===== config.mk =====
export PLATFORM = sky130hd
export DESIGN_NAME = fpu_issue_ctrl_flat
export DESIGN_NICKNAME = d
export VERILOG_FILES = /design/src/rtl/fpu_pkg.sv /design/src/rtl/fpu_issue_ctrl_if.sv /design/src/rtl/fpu_scoreboard.sv /design/src/rtl/fpu_issue_ctrl.sv /design/src/flat_wrapper.sv
export SDC_FILE = /design/constraint.sdc
export NUM_CORES = 1
export LEC_CHECK = 0
export CORE_MARGIN = 2
export CORE_UTILIZATION = 40
export DETAILED_ROUTE_END_ITERATION = 12
export PLACE_DENSITY = 0.59
export SLEW_MARGIN = 20
export SYNTH_ARGS = -nofsm -noshare
export SYNTH_HDL_FRONTEND = slang
export SYNTH_SLANG_ARGS = --single-unit
export TNS_END_PERCENT = 10

===== constraint.sdc =====
create_clock -name clk -period 9.38 [get_ports clk]
set_input_delay 1.876 -clock clk [delete_from_list [all_inputs] [get_ports clk]]
set_output_delay 1.876 -clock clk [all_outputs]
set_load 0.1 [all_outputs]

===== src/rtl/fpu_pkg.sv =====
// Shared constants, drain FSM encoding and tag helper for the SH-4 FP issue controller.
package fpu_pkg;

  localparam int FPU_TAG_W        = 5;
  localparam int FPU_NREGS        = 1 << FPU_TAG_W;
  localparam int FPU_MAX_INFLIGHT = 4;
  localparam int FPU_CNT_W        = 3;

  typedef enum logic [1:0] {
    RUN   = 2'd0,
    DRAIN = 2'd1,
    ACK   = 2'd2
  } drain_state_e;

  // Register tag as seen by the scoreboard: bank select on top of the register number.
  function automatic logic [FPU_TAG_W-1:0] fr_tag(input logic fr, input logic [3:0] rn);
    return {fr, rn};
  endfunction

endpackage


===== src/rtl/fpu_issue_ctrl_if.sv =====
// Decode-to-issue handshake plus the FMA-pipe writeback return path.
interface fpu_issue_ctrl_if
  import fpu_pkg::*;
#(
  parameter int TAG_W = FPU_TAG_W
);
  logic             dec_valid;
  logic             dec_ready;
  logic             dec_src0_en;
  logic [TAG_W-1:0] dec_src0_tag;
  logic             dec_src1_en;
  logic [TAG_W-1:0] dec_src1_tag;
  logic             dec_src2_en;
  logic [TAG_W-1:0] dec_src2_tag;
  logic             dec_dst_en;
  logic [TAG_W-1:0] dec_dst_tag;
  logic             issue_valid;
  logic             wb_valid;
  logic [TAG_W-1:0] wb_tag;

  // master: decode stage and fpu datapath; slave: the issue controller
  modport master (
    output dec_valid, dec_src0_en, dec_src0_tag, dec_src1_en, dec_src1_tag,
           dec_src2_en, dec_src2_tag, dec_dst_en, dec_dst_tag, wb_valid, wb_tag,
    input  dec_ready, issue_valid
  );

  modport slave (
    input  dec_valid, dec_src0_en, dec_src0_tag, dec_src1_en, dec_src1_tag,
           dec_src2_en, dec_src2_tag, dec_dst_en, dec_dst_tag, wb_valid, wb_tag,
    output dec_ready, issue_valid
  );
endinterface


===== src/rtl/fpu_scoreboard.sv =====
// Pending-writeback bit per FP register tag, with three source read ports and
// sticky detection of writebacks that match no outstanding op.
module fpu_scoreboard
  import fpu_pkg::*;
#(
  parameter int NREGS = FPU_NREGS,
  parameter int TAG_W = FPU_TAG_W
) (
  input  logic             clk,
  input  logic             rst,
  input  logic             set_en,
  input  logic [TAG_W-1:0] set_tag,
  input  logic             clr_en,
  input  logic [TAG_W-1:0] clr_tag,
  input  logic             cnt_zero,
  input  logic [TAG_W-1:0] rd0_tag,
  input  logic [TAG_W-1:0] rd1_tag,
  input  logic [TAG_W-1:0] rd2_tag,
  output logic             rd0_busy,
  output logic             rd1_busy,
  output logic             rd2_busy,
  output logic [NREGS-1:0] pending,
  output logic             err_wb
);

  logic [NREGS-1:0] pending_nxt;
  logic             err_hit;

  // Clear first so a set to the same tag wins; WAW blocking keeps that from happening normally.
  always_comb begin
    pending_nxt = pending;
    if (clr_en) pending_nxt[clr_tag] = 1'b0;
    if (set_en) pending_nxt[set_tag] = 1'b1;
  end

  assign err_hit  = clr_en & (~pending[clr_tag] | cnt_zero);
  assign rd0_busy = pending[rd0_tag];
  assign rd1_busy = pending[rd1_tag];
  assign rd2_busy = pending[rd2_tag];

  always_ff @(posedge clk) begin
    if (rst) begin
      pending <= '0;
      err_wb  <= 1'b0;
    end else begin
      pending <= pending_nxt;
      if (err_hit) err_wb <= 1'b1;
    end
  end

endmodule


===== src/rtl/fpu_issue_ctrl.sv =====
// Issue scoreboard and sequencer between SH-4 FP decode and the fpu datapath:
// RAW/WAW/full stalls, in-flight counting, and pipe drain ahead of FPSCR writes.
module fpu_issue_ctrl
  import fpu_pkg::*;
#(
  parameter int NREGS        = FPU_NREGS,
  parameter int TAG_W        = FPU_TAG_W,
  parameter int MAX_INFLIGHT = FPU_MAX_INFLIGHT,
  parameter int CNT_W        = FPU_CNT_W
) (
  input  logic             clk,
  input  logic             rst,
  fpu_issue_ctrl_if.slave  bus,
  input  logic             fpscr_wr_req,
  output logic             fpscr_wr_ack,
  output logic             idle,
  output logic [CNT_W-1:0] inflight,
  output logic             err_wb
);

  drain_state_e     state, state_nxt;
  logic             ack_p1;
  logic [CNT_W-1:0] cnt;
  logic [NREGS-1:0] pending;
  logic             src0_busy, src1_busy, src2_busy;
  logic             haz, full, drain;
  logic             accept, issue_dst, wb_dec;

  fpu_scoreboard #(
    .NREGS (NREGS),
    .TAG_W (TAG_W)
  ) u_sb (
    .clk      (clk),
    .rst      (rst),
    .set_en   (issue_dst),
    .set_tag  (bus.dec_dst_tag),
    .clr_en   (bus.wb_valid),
    .clr_tag  (bus.wb_tag),
    .cnt_zero (cnt == '0),
    .rd0_tag  (bus.dec_src0_tag),
    .rd1_tag  (bus.dec_src1_tag),
    .rd2_tag  (bus.dec_src2_tag),
    .rd0_busy (src0_busy),
    .rd1_busy (src1_busy),
    .rd2_busy (src2_busy),
    .pending  (pending),
    .err_wb   (err_wb)
  );

  // Hazards look only at registered pending bits; a writeback frees its tag one edge later.
  assign haz = (bus.dec_src0_en & src0_busy) |
               (bus.dec_src1_en & src1_busy) |
               (bus.dec_src2_en & src2_busy) |
               (bus.dec_dst_en  & pending[bus.dec_dst_tag]);

  assign full      = bus.dec_dst_en & (cnt == CNT_W'(MAX_INFLIGHT));
  assign drain     = (state != RUN);
  assign accept    = bus.dec_valid & ~haz & ~full & ~drain;
  assign issue_dst = accept & bus.dec_dst_en;
  assign wb_dec    = bus.wb_valid & (cnt != '0);

  assign bus.dec_ready   = accept;
  assign bus.issue_valid = accept;
  assign inflight        = cnt;
  assign idle            = (cnt == '0);
  assign fpscr_wr_ack    = (state == ACK);

  always_ff @(posedge clk) begin
    if (rst) begin
      cnt <= '0;
    end else begin
      case ({issue_dst, wb_dec})
        2'b10:   cnt <= cnt + CNT_W'(1);
        2'b01:   cnt <= cnt - CNT_W'(1);
        default: cnt <= cnt;
      endcase
    end
  end

  always_ff @(posedge clk) begin
    if (rst) begin
      state  <= RUN;
      ack_p1 <= 1'b0;
    end else begin
      state  <= state_nxt;
      ack_p1 <= (state == ACK);
    end
  end

  // The request is held until ack, so the cycle right after ACK must not re-trigger on it.
  always_comb begin
    state_nxt = state;
    case (state)
      RUN:     if (fpscr_wr_req && !ack_p1) state_nxt = DRAIN;
      DRAIN:   if (cnt == '0) state_nxt = ACK;
      ACK:     state_nxt = RUN;
      default: state_nxt = RUN;
    endcase
  end

endmodule


===== src/flat_wrapper.sv =====
// flat-port wrapper written by rule: the top's interface ports become plain ports
module fpu_issue_ctrl_flat import fpu_pkg::*;
#(
  parameter int NREGS        = FPU_NREGS,
  parameter int TAG_W        = FPU_TAG_W,
  parameter int MAX_INFLIGHT = FPU_MAX_INFLIGHT,
  parameter int CNT_W        = FPU_CNT_W
)
  (clk, rst, fpscr_wr_req, fpscr_wr_ack, idle, inflight, err_wb, bus_dec_valid, bus_dec_src0_en, bus_dec_src0_tag, bus_dec_src1_en, bus_dec_src1_tag, bus_dec_src2_en, bus_dec_src2_tag, bus_dec_dst_en, bus_dec_dst_tag, bus_wb_valid, bus_wb_tag, bus_dec_ready, bus_issue_valid);
  fpu_issue_ctrl_if #(.TAG_W(TAG_W)) bus_i ();
  input  logic clk;
  input  logic rst;
  input  logic fpscr_wr_req;
  output logic fpscr_wr_ack;
  output logic idle;
  output logic [CNT_W-1:0] inflight;
  output logic err_wb;
  input wire logic [$bits(bus_i.dec_valid)-1:0] bus_dec_valid;
  input wire logic [$bits(bus_i.dec_src0_en)-1:0] bus_dec_src0_en;
  input wire logic [$bits(bus_i.dec_src0_tag)-1:0] bus_dec_src0_tag;
  input wire logic [$bits(bus_i.dec_src1_en)-1:0] bus_dec_src1_en;
  input wire logic [$bits(bus_i.dec_src1_tag)-1:0] bus_dec_src1_tag;
  input wire logic [$bits(bus_i.dec_src2_en)-1:0] bus_dec_src2_en;
  input wire logic [$bits(bus_i.dec_src2_tag)-1:0] bus_dec_src2_tag;
  input wire logic [$bits(bus_i.dec_dst_en)-1:0] bus_dec_dst_en;
  input wire logic [$bits(bus_i.dec_dst_tag)-1:0] bus_dec_dst_tag;
  input wire logic [$bits(bus_i.wb_valid)-1:0] bus_wb_valid;
  input wire logic [$bits(bus_i.wb_tag)-1:0] bus_wb_tag;
  output wire logic [$bits(bus_i.dec_ready)-1:0] bus_dec_ready;
  output wire logic [$bits(bus_i.issue_valid)-1:0] bus_issue_valid;
  assign bus_i.dec_valid = bus_dec_valid;
  assign bus_i.dec_src0_en = bus_dec_src0_en;
  assign bus_i.dec_src0_tag = bus_dec_src0_tag;
  assign bus_i.dec_src1_en = bus_dec_src1_en;
  assign bus_i.dec_src1_tag = bus_dec_src1_tag;
  assign bus_i.dec_src2_en = bus_dec_src2_en;
  assign bus_i.dec_src2_tag = bus_dec_src2_tag;
  assign bus_i.dec_dst_en = bus_dec_dst_en;
  assign bus_i.dec_dst_tag = bus_dec_dst_tag;
  assign bus_i.wb_valid = bus_wb_valid;
  assign bus_i.wb_tag = bus_wb_tag;
  assign bus_dec_ready = bus_i.dec_ready;
  assign bus_issue_valid = bus_i.issue_valid;
  fpu_issue_ctrl #(.NREGS(NREGS), .TAG_W(TAG_W), .MAX_INFLIGHT(MAX_INFLIGHT), .CNT_W(CNT_W)) u_core (.clk(clk), .rst(rst), .bus(bus_i), .fpscr_wr_req(fpscr_wr_req), .fpscr_wr_ack(fpscr_wr_ack), .idle(idle), .inflight(inflight), .err_wb(err_wb));
endmodule

# ---- After elaboration in Yosys (flattened, before gate mapping)
# Index checks and enable logic that the tools add are counted.
# Widths: inputs -> output; s select.
dict set report classes {
  n_addsub 2
  magnitude_cmp 7
  bitwise 22
  n_reduce_logical 10
  eq_ne 7
  mux 20
}
# operator count
set ops {}
lappend ops {{$mux 32} 2}
lappend ops {{$and 32x32->32} 1}
lappend ops {{$not 32->32} 1}
lappend ops {{$or 32x32->32} 1}
lappend ops {{$lt 5x6->1 const B} 5}
lappend ops {{$bmux 1 s5} 5}
lappend ops {{$and 1x1->1} 11}
lappend ops {{$demux 1 s5} 2}
lappend ops {{$ge 5x1->1 const B} 2}
lappend ops {{$mux 1} 7}
lappend ops {{$pmux 3 s2} 1}
lappend ops {{$eq 2x1->1 const B} 2}
lappend ops {{$eq 2x2->1 const B} 2}
lappend ops {{$mux 2} 2}
lappend ops {{$not 1->1} 4}
lappend ops {{$or 1x1->1} 4}
lappend ops {{$pmux 2 s2} 1}
lappend ops {{$reduce_bool 2->1} 2}
lappend ops {{$add 3x1->3 const B} 1}
lappend ops {{$eq 3x3->1 const B} 1}
lappend ops {{$logic_and 1x1->1} 3}
lappend ops {{$logic_not 3->1} 1}
lappend ops {{$reduce_bool 3->1} 1}
lappend ops {{$sub 3x1->3 const B} 1}
lappend ops {{5 further kinds} 5}
dict set report totals {
  register_bits 39
  wordCells 73
  output_inout_bits 8
  input_bits 34
}

# ---- Logic depth before layout (Yosys ltp)
dict set report depth {
  word_depth 13
  mapped_depth 14
  ltp_nobuf 11
}

# ---- By module
# From an unflattened synthesis, not the netlist that was laid out.
dict set report hier_totals {
  cells_unflattened 313
  area_unflattened_um2 2972.9
}
# module area_per_inst_um2 instances seq_area_each_um2 cells_each
set by_module_without_submodules {}
lappend by_module_without_submodules {fpu_scoreboard 2307.2 1 660.6 235}
lappend by_module_without_submodules {fpu_issue_ctrl 665.6 1 120.1 78}

# ---- Least setup slack after synthesis
# Ideal clock, no wire load.
dict set report synth_path {
  kind {in2out}
  start {input bus_dec_src1_tag[1]}
  end {output bus_issue_valid}
  setup_slack_ps 2412
  n_path_buf 2
  stages 8
  t_arrival_ps 5092
  required_ps 7504
  cell_sequence {buf_4 > mux4_2 > mux2_2 > or3_1 > nand4_1 > nand3_1 > nor2_1 > buf_4}
}
dict set report synth_between {
  elab_chain_cells 10
}
# element line
set synth_rtl {}
lappend synth_rtl {{start, declared} flat_wrapper.sv:22} ;# input wire logic [$bits(bus_i.dec_src1_tag)-1:0] bus_dec_src1_tag;
lappend synth_rtl {{$bmux 1 s5} fpu_scoreboard.sv:38} ;# assign rd1_busy = pending[rd1_tag];
lappend synth_rtl {{$mux 1 (not written as such)} fpu_scoreboard.sv:38}
lappend synth_rtl {{$and 1x1->1} fpu_issue_ctrl.sv:52} ;# (bus.dec_src1_en & src1_busy) |
lappend synth_rtl {{$or 1x1->1} fpu_issue_ctrl.sv:51} ;# assign haz = (bus.dec_src0_en & src0_busy) |
lappend synth_rtl {{$or 1x1->1} fpu_issue_ctrl.sv:52}
lappend synth_rtl {{$or 1x1->1} fpu_issue_ctrl.sv:53} ;# (bus.dec_src2_en & src2_busy) |
lappend synth_rtl {{$not 1->1} fpu_issue_ctrl.sv:58} ;# assign accept = bus.dec_valid & ~haz & ~full & ~drain;
lappend synth_rtl {{$and 1x1->1 (3 in a row)} fpu_issue_ctrl.sv:58}
lappend synth_rtl {{end, declared} flat_wrapper.sv:30} ;# output wire logic [$bits(bus_i.issue_valid)-1:0] bus_issue_valid;
# Every way passes these cells. The select of a mux whose other input is x is not followed.

# ---- Final worst setup path
# Same ends and word-level chain as after synthesis.

==> results.json <==
{
  "synth_enable_flop_cells": 0,
  "power_leakage_nw": 1.24,
  "slew_viol_final": 0,
  "layout.nets": 422,
  "initial_antenna_violation_count": 0,
  "r2r_cells": 11,
  "biggest_fanout_along_the_worst_timing_path": 9,
  "cts-resized-gates": 0,
  "detailroute.via_count": 3139,
  "route.detailed.drc": 0,
  "rsz0062_at_grt": "no",
  "post_cts_buffers": 0,
  "syn_nets": 406,
  "crit_path_start_kind": "input pin",
  "first_global_vias": 2984,
  "final_common_cell": "nand2_1",
  "clock_tree.buffer_depth": 2,
  "grt_first_pass_wirelength_um": 17100,
  "arrival_worst_endpoint_ns": 5.32,
  "timing.critical_path.to_type": "primary output",
  "p_total_mw": 0.491,
  "postSynth.asyncResetShare_pct": 0,
  "avgViaCountPerCell": 6.38,
  "ys_dominant_reg_cell": "dfxtp_1",
  "worst_hold_path_type": "reg -> reg",
  "status": "complete, no violations",
  "tritoncts": "done",
  "dieWidth_um": 96.2,
  "fillCellCount": 789,
  "syn-instance-count": 370,
  "remaining_number_of_nets_flagged_by_the_antenna_check_after_routing": 0,
  "synth_sequential_area_ratio_pct": 22.9,
  "start_util_pct": 41.4,
  "timing.final.crit_share_pct": 76.7,
  "max_freq_mhz": 139,
  "finalClockSkew_ns": 0.00570,
  "worst-endpoint-required_ns": 7.50,
  "hold_violations": 0,
  "yosysTopAreaCellShare_pct": 22.9,
  "finalSetupViolCount": 0,
  "tritoncts_num_sinks": 39,
  "number_of_port_buffers": 41,
  "globalplace.congestion": 0.909,
  "grt_max_degree": 45,
  "min_path_cells": 2,
  "totalNegativeSetupSlack_ns": 0,
  "post_drt_wl_per_cell_um": 22.8,
  "layout-drive-gt1-share_pct": 20.4,
  "cts_hold_buf": 0,
  "ir_worst_vdd_mv": 0.0816,
  "die_height_um": 96.2,
  "syn-mean-instance-area_um2": 9.19,
  "clock_latency_ns": 0.30,
  "layout.cells.most_common_list": "nand2_1 (53), clkdlybuf4s50_1 (41), dfxtp_1 (39)",
  "finalWirelength_um": 11200,
  "die_area_um2": 9260,
  "timing_worst_slew_pin_value_ns": 0.973,
  "cts_htree_levels": 2,
  "maxCapViolations": 0,
  "insertedDiodeCount": 0,
  "synth-warning-count": 0,
  "yosysUniqueCellTypes": 46,
  "clk_pin_slew_ns": 0.08,
  "timing.setup.critical_path_class": "in -> out",
  "areaGrowthSynthToFinish_pct": 13.9,
  "hpwl_um": 7570,
  "power.density_nw_per_um2": 127,
  "drt_pre_antenna_iters": 5,
  "globalRouteTotalUtil_pct": 25.4,
  "netlist_area_um2": 3400,
  "row_count": 33,
  "drtIter0Drc": 340,
  "number_of_i_o_pins": 42,
  "synth_area_leader_cell": "dfxtp_1",
  "cts_buffers": 5,
  "postSynthRegisterBits": 39,
  "yosys-top-cells-area": "dfxtp_1 (23%), mux4_2 (23%), o21ai_2 (7.5%), mux2i_1 (6.2%), nand2_1 (5.8%)",
  "max-slew-margin-rel_pct": 34.9,
  "finalWorstPathRequiredPeriod_ns": 7.19,
  "floorplan.core_area_um2": 8220,
  "globalRoute.totalOverflow": 0,
  "clk_root_buffer_cell": "clkbuf_8"
}
sequential cells by signal, summed over array words and instances (netlist names):
| signal | flops |
|---|---|
| u_core.u_sb.pending | 32 |
| u_core.u_sb.err_wb | 1 |
| u_core.state | 2 |
| u_core.inflight | 3 |
| u_core.ack_p1 | 1 |
stage by stage:
step / cells / instance area, um^2 / setup WS [ns] / utilization, % / hold WS, ns
final: 492 / 3870 / 2.19 / 47.2 / 0.481
after global routing: 492 / 3870 / 2.03 / 47.2 / 0.526
after CTS: 492 / 3870 / 2.17 / 47.2 / 0.474
after detailed placement: 484 / 3790 / 2.18 / 46.1 / 0.461
after global placement: 484 / 3790 / 2.23 / 46.1 / 0.450
after floorplan: 370 / 3400 / 2.41 / - / 0.431
worst max-delay path: stages:
cell	delay, ns
clkdlybuf4s50_1	0.72
mux4_2	0.54
mux2_2	0.27
or3_1	0.31
nand4_1	0.16
nand3_1	0.10
nor2_1	0.17
clkdlybuf4s50_1	1.15
synthesized netlist by cell type (4+ instances only):
cell type  count
nand2_1       53
dfxtp_1       39
mux4_2        34
o21ai_2       29
nor2b_1       27
nand3b_1      23
mux2i_1       21
o21ai_0       21
clkbuf_1      17
nor2_1        16
a21oi_1        8
nor3_1         7
buf_2          6
inv_1          6
nand3_1        6
buf_1          5
nor3b_1        5
nand2b_1       4
cell type report:
type / instances / area, um^2 / area share, %
Tap cell: 105 / 131 / 3.39
Timing Repair Buffer: 42 / 418 / 10.8
Clock inverter: 2 / 12.5 / 0.323
Sequential cell: 39 / 781 / 20.1
Inverter: 6 / 22.5 / 0.581
Multi-Input combinational cell: 292 / 2440 / 62.9
Clock buffer: 6 / 72.6 / 1.87
cell families (layout without fill, tap and decap cells):
logic type / Yosys count / after routing / share of synthesized area [%]
AND/OR/NAND/NOR: 157 / 157 / 25.3
flip-flops: 39 / 39 / 22.9
adder cells (fa/ha/maj): 2 / 2 / 0.956
multiplexers: 58 / 58 / 29.7
XOR/XNOR: 2 / 2 / 0.515
AO/OA/AOI/OAI: 73 / 73 / 15.2
buffers and inverters: 39 / 56 / 5.41
path summary, 6_finish.rpt:
path	from	end	slack (ns)
min reg2reg	u_core.u_sb.err_wb	u_core.u_sb.err_wb	0.48
min	u_core.u_sb.err_wb	u_core.u_sb.err_wb	0.48
max	bus_dec_src1_tag[1]	bus_issue_valid	2.19
max reg2reg	u_core.u_sb.pending[14]	u_core.inflight[2]	5.69
per-layer routing:
metal	GRT usage, %	vias to the layer above	share of wire [%]	wire length [um]
met5	0	-	0	0
met4	11.2	0	3.7	418
met3	2.82	36	8.9	1000
met2	39.4	190	45	5090
met1	35.5	1516	42	4690
li1	-	1397	-	-
where the power goes:
group          switching, mW  internal (mW)  leakage, nW
clock network         0.0644         0.0521       0.0412
registers            0.00780          0.172        0.315
logic                  0.136         0.0591        0.886
No activity file was read; power rests on OpenSTA's default activity.
